==> config.mk <==
export PLATFORM = sky130hd
export DESIGN_NAME = imem_boot_arbiter
export DESIGN_NICKNAME = d
export VERILOG_FILES = /design/src/rtl/imem_boot_pkg.sv /design/src/rtl/imem_word_assembler.sv /design/src/rtl/imem_boot_arbiter.sv
export SDC_FILE = /design/constraint.sdc
export NUM_CORES = 1
export LEC_CHECK = 0
export ABC_CLOCK_PERIOD_IN_PS = 5670
export BUFFER_PORTS_ARGS = -buffer_cell sky130_fd_sc_hd__buf_4
export CAP_MARGIN = 25
export CORE_ASPECT_RATIO = 1.5
export CORE_MARGIN = 5
export CORE_UTILIZATION = 40
export DETAILED_ROUTE_END_ITERATION = 6
export PLACE_DENSITY = 0.62
export SETUP_SLACK_MARGIN = 0.02
export SLEW_MARGIN = 0
export SYNTH_ARGS = -nofsm -noshare
export SYNTH_HDL_FRONTEND = slang
export SYNTH_HIERARCHICAL = 1
export SYNTH_SLANG_ARGS = --single-unit
==> constraint.sdc <==
create_clock -name clk -period 5.67 [get_ports clk]
set_input_delay 0.567 -clock clk [delete_from_list [all_inputs] [get_ports clk]]
set_output_delay 0.567 -clock clk [all_outputs]
set_load 0.005 [all_outputs]
==> src/rtl/imem_boot_pkg.sv <==
// Shared types for the instruction-RAM boot loader / fetch arbiter.
// The CHECK/ERR states exist only when IMEM_BOOT_CHECKSUM_EN is defined.
package imem_boot_pkg;

    localparam int BYTES_PER_WORD = 4;
    localparam int COUNT_W        = 16;

    typedef enum logic [2:0] {
        CNT_HI = 3'd0,
        CNT_LO = 3'd1,
        DATA   = 3'd2,
`ifdef IMEM_BOOT_CHECKSUM_EN
        CHECK  = 3'd3,
        ERR    = 3'd5,
`endif
        RUN    = 3'd4
    } state_t;

endpackage

==> src/rtl/imem_word_assembler.sv <==
// Big-endian byte-to-word packer; word_valid fires with the 4th byte.
// The byte index is cleared by reset or by the synchronous clr input.
module imem_word_assembler
    import imem_boot_pkg::*;
(
    input  logic        clk,
    input  logic        reset,
    input  logic        clr,
    input  logic        byte_valid,
    input  logic [7:0]  byte_data,
    output logic        word_valid,
    output logic [31:0] word
);

    logic [23:0] sh;
    logic [1:0]  idx;

    always_ff @(posedge clk or posedge reset) begin
        if (reset) begin
            sh  <= '0;
            idx <= '0;
        end else if (clr) begin
            sh  <= '0;
            idx <= '0;
        end else if (byte_valid) begin
            sh  <= {sh[15:0], byte_data};
            idx <= idx + 2'd1;
        end
    end

    assign word_valid = byte_valid && (idx == 2'(BYTES_PER_WORD - 1));
    assign word       = {sh, byte_data};

endmodule

==> src/rtl/imem_boot_arbiter.sv <==
// UART boot loader and fetch arbiter for the writable instruction RAM.
// Define IMEM_BOOT_CHECKSUM_EN to require a trailing XOR checksum byte.
module imem_boot_arbiter
    import imem_boot_pkg::*;
#(
    parameter int          ADDR_W   = 8,
    parameter logic [31:0] HOLD_NOP = 32'h00000000
) (
    input  logic              clk,
    input  logic              reset,
    input  logic              rx_valid,
    input  logic [7:0]        rx_data,
    input  logic              boot_req,
    input  logic [31:0]       pc,
    output logic [31:0]       instruction,
    output logic              cpu_hold,
    output logic [ADDR_W-1:0] ram_raddr,
    input  logic [31:0]       ram_rdata,
    output logic              ram_we,
    output logic [ADDR_W-1:0] ram_waddr,
    output logic [31:0]       ram_wdata,
    output logic              boot_err
);

    localparam int DEPTH = 1 << ADDR_W;

    state_t             state;
    logic [COUNT_W-1:0] count;
    logic [COUNT_W-1:0] wcnt;
    logic               asm_clr;
    logic               word_valid;
    logic [31:0]        word;
    logic               in_range;
    logic               last_word;
    logic               unused;

`ifdef IMEM_BOOT_CHECKSUM_EN
    logic [7:0] csum;
    logic       err_q;
    assign asm_clr  = boot_req && (state == RUN || state == ERR);
    assign boot_err = err_q;
`else
    assign asm_clr  = boot_req && (state == RUN);
    assign boot_err = 1'b0;
`endif

    imem_word_assembler u_asm (
        .clk        (clk),
        .reset      (reset),
        .clr        (asm_clr),
        .byte_valid (rx_valid && state == DATA),
        .byte_data  (rx_data),
        .word_valid (word_valid),
        .word       (word)
    );

    assign in_range  = 32'(wcnt) < 32'(DEPTH);
    assign last_word = wcnt == count - 16'd1;

    always_ff @(posedge clk or posedge reset) begin
        if (reset) begin
            state     <= CNT_HI;
            cpu_hold  <= 1'b1;
            ram_we    <= 1'b0;
            ram_waddr <= '0;
            ram_wdata <= '0;
            count     <= '0;
            wcnt      <= '0;
`ifdef IMEM_BOOT_CHECKSUM_EN
            csum      <= '0;
            err_q     <= 1'b0;
`endif
        end else begin
            ram_we <= 1'b0;
            unique case (state)
                CNT_HI: if (rx_valid) begin
                    count[15:8] <= rx_data;
                    state       <= CNT_LO;
                end
                CNT_LO: if (rx_valid) begin
                    count[7:0] <= rx_data;
                    if ({count[15:8], rx_data} == '0) begin
`ifdef IMEM_BOOT_CHECKSUM_EN
                        state    <= CHECK;
`else
                        state    <= RUN;
                        cpu_hold <= 1'b0;
`endif
                    end else begin
                        state <= DATA;
                    end
                end
                DATA: begin
`ifdef IMEM_BOOT_CHECKSUM_EN
                    if (rx_valid) csum <= csum ^ rx_data;
`endif
                    if (word_valid) begin
                        // words beyond the RAM depth are swallowed
                        if (in_range) begin
                            ram_we    <= 1'b1;
                            ram_waddr <= wcnt[ADDR_W-1:0];
                            ram_wdata <= word;
                        end
                        if (wcnt != count) wcnt <= wcnt + 16'd1;
                        if (last_word) begin
`ifdef IMEM_BOOT_CHECKSUM_EN
                            state    <= CHECK;
`else
                            state    <= RUN;
                            cpu_hold <= 1'b0;
`endif
                        end
                    end
                end
`ifdef IMEM_BOOT_CHECKSUM_EN
                CHECK: if (rx_valid) begin
                    if (rx_data == csum) begin
                        state    <= RUN;
                        cpu_hold <= 1'b0;
                    end else begin
                        state <= ERR;
                        err_q <= 1'b1;
                    end
                end
                ERR: if (boot_req) begin
                    state <= CNT_HI;
                    err_q <= 1'b0;
                    wcnt  <= '0;
                    csum  <= '0;
                end
`endif
                RUN: if (boot_req) begin
                    state    <= CNT_HI;
                    cpu_hold <= 1'b1;
                    wcnt     <= '0;
`ifdef IMEM_BOOT_CHECKSUM_EN
                    csum     <= '0;
`endif
                end
                default: state <= CNT_HI;
            endcase
        end
    end

    assign ram_raddr   = pc[ADDR_W+1:2];
    assign instruction = (cpu_hold || |pc[31:ADDR_W+2]) ? HOLD_NOP : ram_rdata;
    assign unused      = &{1'b0, pc[1:0]};

endmodule
==> metrics.md <==
| Metric | Value |
|---|---|
| Status | completed |
| Leak | 0.00333 uW |
| First-pass GRT wire length | 23.2 mm |
| CORE AREA | 0.0134 mm^2 |
| # Max-Cap Violations | 0 |
| Pre-antenna DRT Iters | 4 |
| Num CTS Buffers | 9 |
| HPWL after DPL | 10.8 mm |
| Die Span Y | approximately 150 um |
| Slowest stage delay, CP | 0.52 ns |
| Antenna Nets Post-Route | 0 |
| Synth-to-Final Area Change | 25.1% |
| PortBufs | 139 |
| Req. time, crit path | just under 6 ns |
| Synth Warn # | 6 |
| Residual DRC | 0 |
| Final setup TNS | 0 ns |
| DRT iter0 DRCs | 182 |
| H-Tree Depth | 3 |
| Final setup viols | 0 |
| Family with the most delay on the worst path | simple AND/OR/NAND/NOR gates |
| # nets final | 778 |
| Syn_area_per_cell | 9.21 um^2 |
| Asr flop ratio synth | between 90% and 100% |
| R2r setup slk | 2.42 ns |
| Initial Util | 40.6% |
| Number of vias per cell | 5.14 |
| Critical Path Source Type | register |
| Reg2Reg Depth | 10 |
| Setup Fix Bufs, Post-CTS | 0 |
| Final WL | 14.3 mm |
| Post-Syn Instances | 591 |
| Number of flops mapped to enable cells by yosys | 0 |
| R2r endpoint | wcnt[6] |
| Register bit count reported by yosys | 103 |
| Crit-path cells | nor3b_1 -> and2_1 -> buf_4 -> and2_1 -> nand2_1 -> nand2_1 -> o21ai_2 -> buf_4 -> or2_0 -> o41ai_1 |
| Most common cell after layout, fill and taps aside | buf_4 |
| Final worst path period share | 57.4% |
| CP Data Arrival Time | 3.48 ns |
| Wire per inst | 16.5 um |
| Top post-synthesis cells by area | dfrtp_1, nand2_1, mux2i_1, and2_1, nor2_1 |
| Crit path capture type | register |
| Slew HR | 37.4% |
| Most frequent cells in the layout | buf_4, nand2_1, dfrtp_1, nor2_1, and2_1 |
| Sequential element share of the synthesized area | 47.4% |
| Post-placement cell count | ~850 |
| Register area | between 0.002 and 0.003 mm^2 |
| Post-synth cell types | 60 |
| Max VDD drop | 0.278 mV |
| Placer Congestion | 0.835 |
| CTS root buffer | clkbuf_16 |
| Cell taking the most area after synthesis | dfrtp_1 |
| Final min period | 3.25 ns |
| Grt total ovfl | 0 |
| Buf/Inv on CP | 2 |
| Die W | approximately 110 um |
| Via Count | 4448 |
| Post-route non-filler standard cell count | 866 |
| Pins Over Slew Limit | 0 |
| Worst Path Max Fanout | 27 |
| Setup CP Type | register to register |
| Ys flop type | dfrtp_1 |
| Clock Skew | 0.0119 ns |
| Vias in the first global route | 4476 |
| Largest net degree at the start of global routing | 78 |
| CTS clk-pin slew, worst paths | 0.08 ns |
| Top cell type's share of synthesized area | 46.9% |
| Final hold viol count | 0 |
| RSZ-0062 raised after global routing | no |
| FILL cells | 1284 |
| Slew @ Worst Pin | around 0.94 ns |
| Initial antenna violation count | 0 |
| Slowest cell on crit path | or2_0 |
| Clk buf depth | 2 |
| Row cnt | 52 |
| Antenna Cells | 0 |
| Io pins | ~160 |
| Footprint of the multi-input gates | around 0.0025 mm^2 |
| Post_cts resized | 0 |
| Hold_buf cts | 0 |
| Clock latency at the later pin of the worst-skew pair | 0.35 ns |
| CTS tree | yes |
| Pwr dens | 404 mW/mm^2 |
| CTS Sinks | a little over 100 |
| Worst Hold Class | input port to async pin |
| Share of cells above drive strength 1 | 27.6% |
| Mapped Area | 0.00545 mm^2 |
| Worst r2r src | state[1] |
| Die footprint | 0.0161 mm^2 |
| Fmax | 307 MHz |
| Gr usage total | around 18% |
| Mapped Nets | 670 |
## per-stage QoR
| step | hold WS [ns] | power (uW) | util, % | setup WS, ns | instance area (um^2) |
|---|---|---|---|---|---|
| global route | 0.124 | 2940 | 50.8 | 2.12 | 6810 |
| global placement | 0.462 | 2070 | 47.9 | 2.55 | 6420 |
| CTS | 0.475 | 2780 | 50.4 | 2.38 | 6760 |
| finish | 0.121 | 2750 | 50.8 | 2.42 | 6810 |
| detailed placement | 0.463 | 2100 | 48.0 | 2.46 | 6430 |
| floorplan | 0.438 | 1770 | - | 3.14 | 5450 |
## flip-flops by register name, indices dropped and copies added, names as in the netlist
signal and count:
ram_wdata 32, u_asm/sh 24, count 16, wcnt 16, ram_waddr 8, state 3, u_asm/idx 2, cpu_hold 1
ram_we 1
## layer usage
metal | track usage, % | vias up | routed length, um
li1 | - | 2185 | -
met4 | 6.89 | 0 | 472
met5 | 0 | - | 0
met2 | 32.3 | 128 | 7710
met3 | 3.25 | 30 | 652
met1 | 19.6 | 2105 | 5430
## kinds of logic after synthesis
kind of cell | count (synthesis) | synth area share [%]
buf+inv | 63 | 6.85
compound gates | 61 | 7.58
mux | 36 | 6.87
simple gates | 301 | 26.9
fa+ha+maj | 3 | 0.689
other cells | 1 | 0.0689
xor+xnor | 23 | 3.70
flops | 103 | 47.4
## worst max-delay path by stage
stage                  start       end  slack [ns]  cells after the start
floorplan              reset  count[0]        3.14                      1
global placement    state[1]   wcnt[6]        2.55                     10
detailed placement  state[1]   wcnt[6]        2.46                     10
CTS                 state[1]   wcnt[6]        2.38                     10
global route        state[1]   wcnt[6]        2.12                     10
finish              state[1]   wcnt[6]        2.42                     10
## layout make-up
type / count / share of cell area [%]
multi-input cells: 425 / 36.7
repair buffers: 149 / 17.1
clock buffers: 9 / 3.31
flip-flops and latches: 103 / 37.9
clock inverters: 7 / 1.51
inverters: 11 / 0.606
well taps: 162 / 2.98
## cell usage after synthesis, drive strengths merged, types with 2 or more instances
cell	n
nand2	144
dfrtp	102
nor2	43
and2	36
buf	35
o21ai	28
mux2i	25
clkbuf	17
nor4	16
xor2	14
inv	11
mux2	11
nor3	10
xnor2	9
nand2b	8
nand3	8
o31ai	8
nand4	7
or4	5
a21oi	4
a31oi	4
nor3b	4
or2	4
and4	3
ha	3
o211ai	3
o41ai	3
or3b	3
a311oi	2
and3	2
and4b	2
nor2b	2
o21a	2
## power breakdown
part	total [uW]	leakage, uW	internal (uW)	switching (uW)
Sequential	1230	0.00134	990	238
Combinational	856	0.00183	446	409
Clock	668	0.000159	358	310
Power figures use the tool's default switching activity.
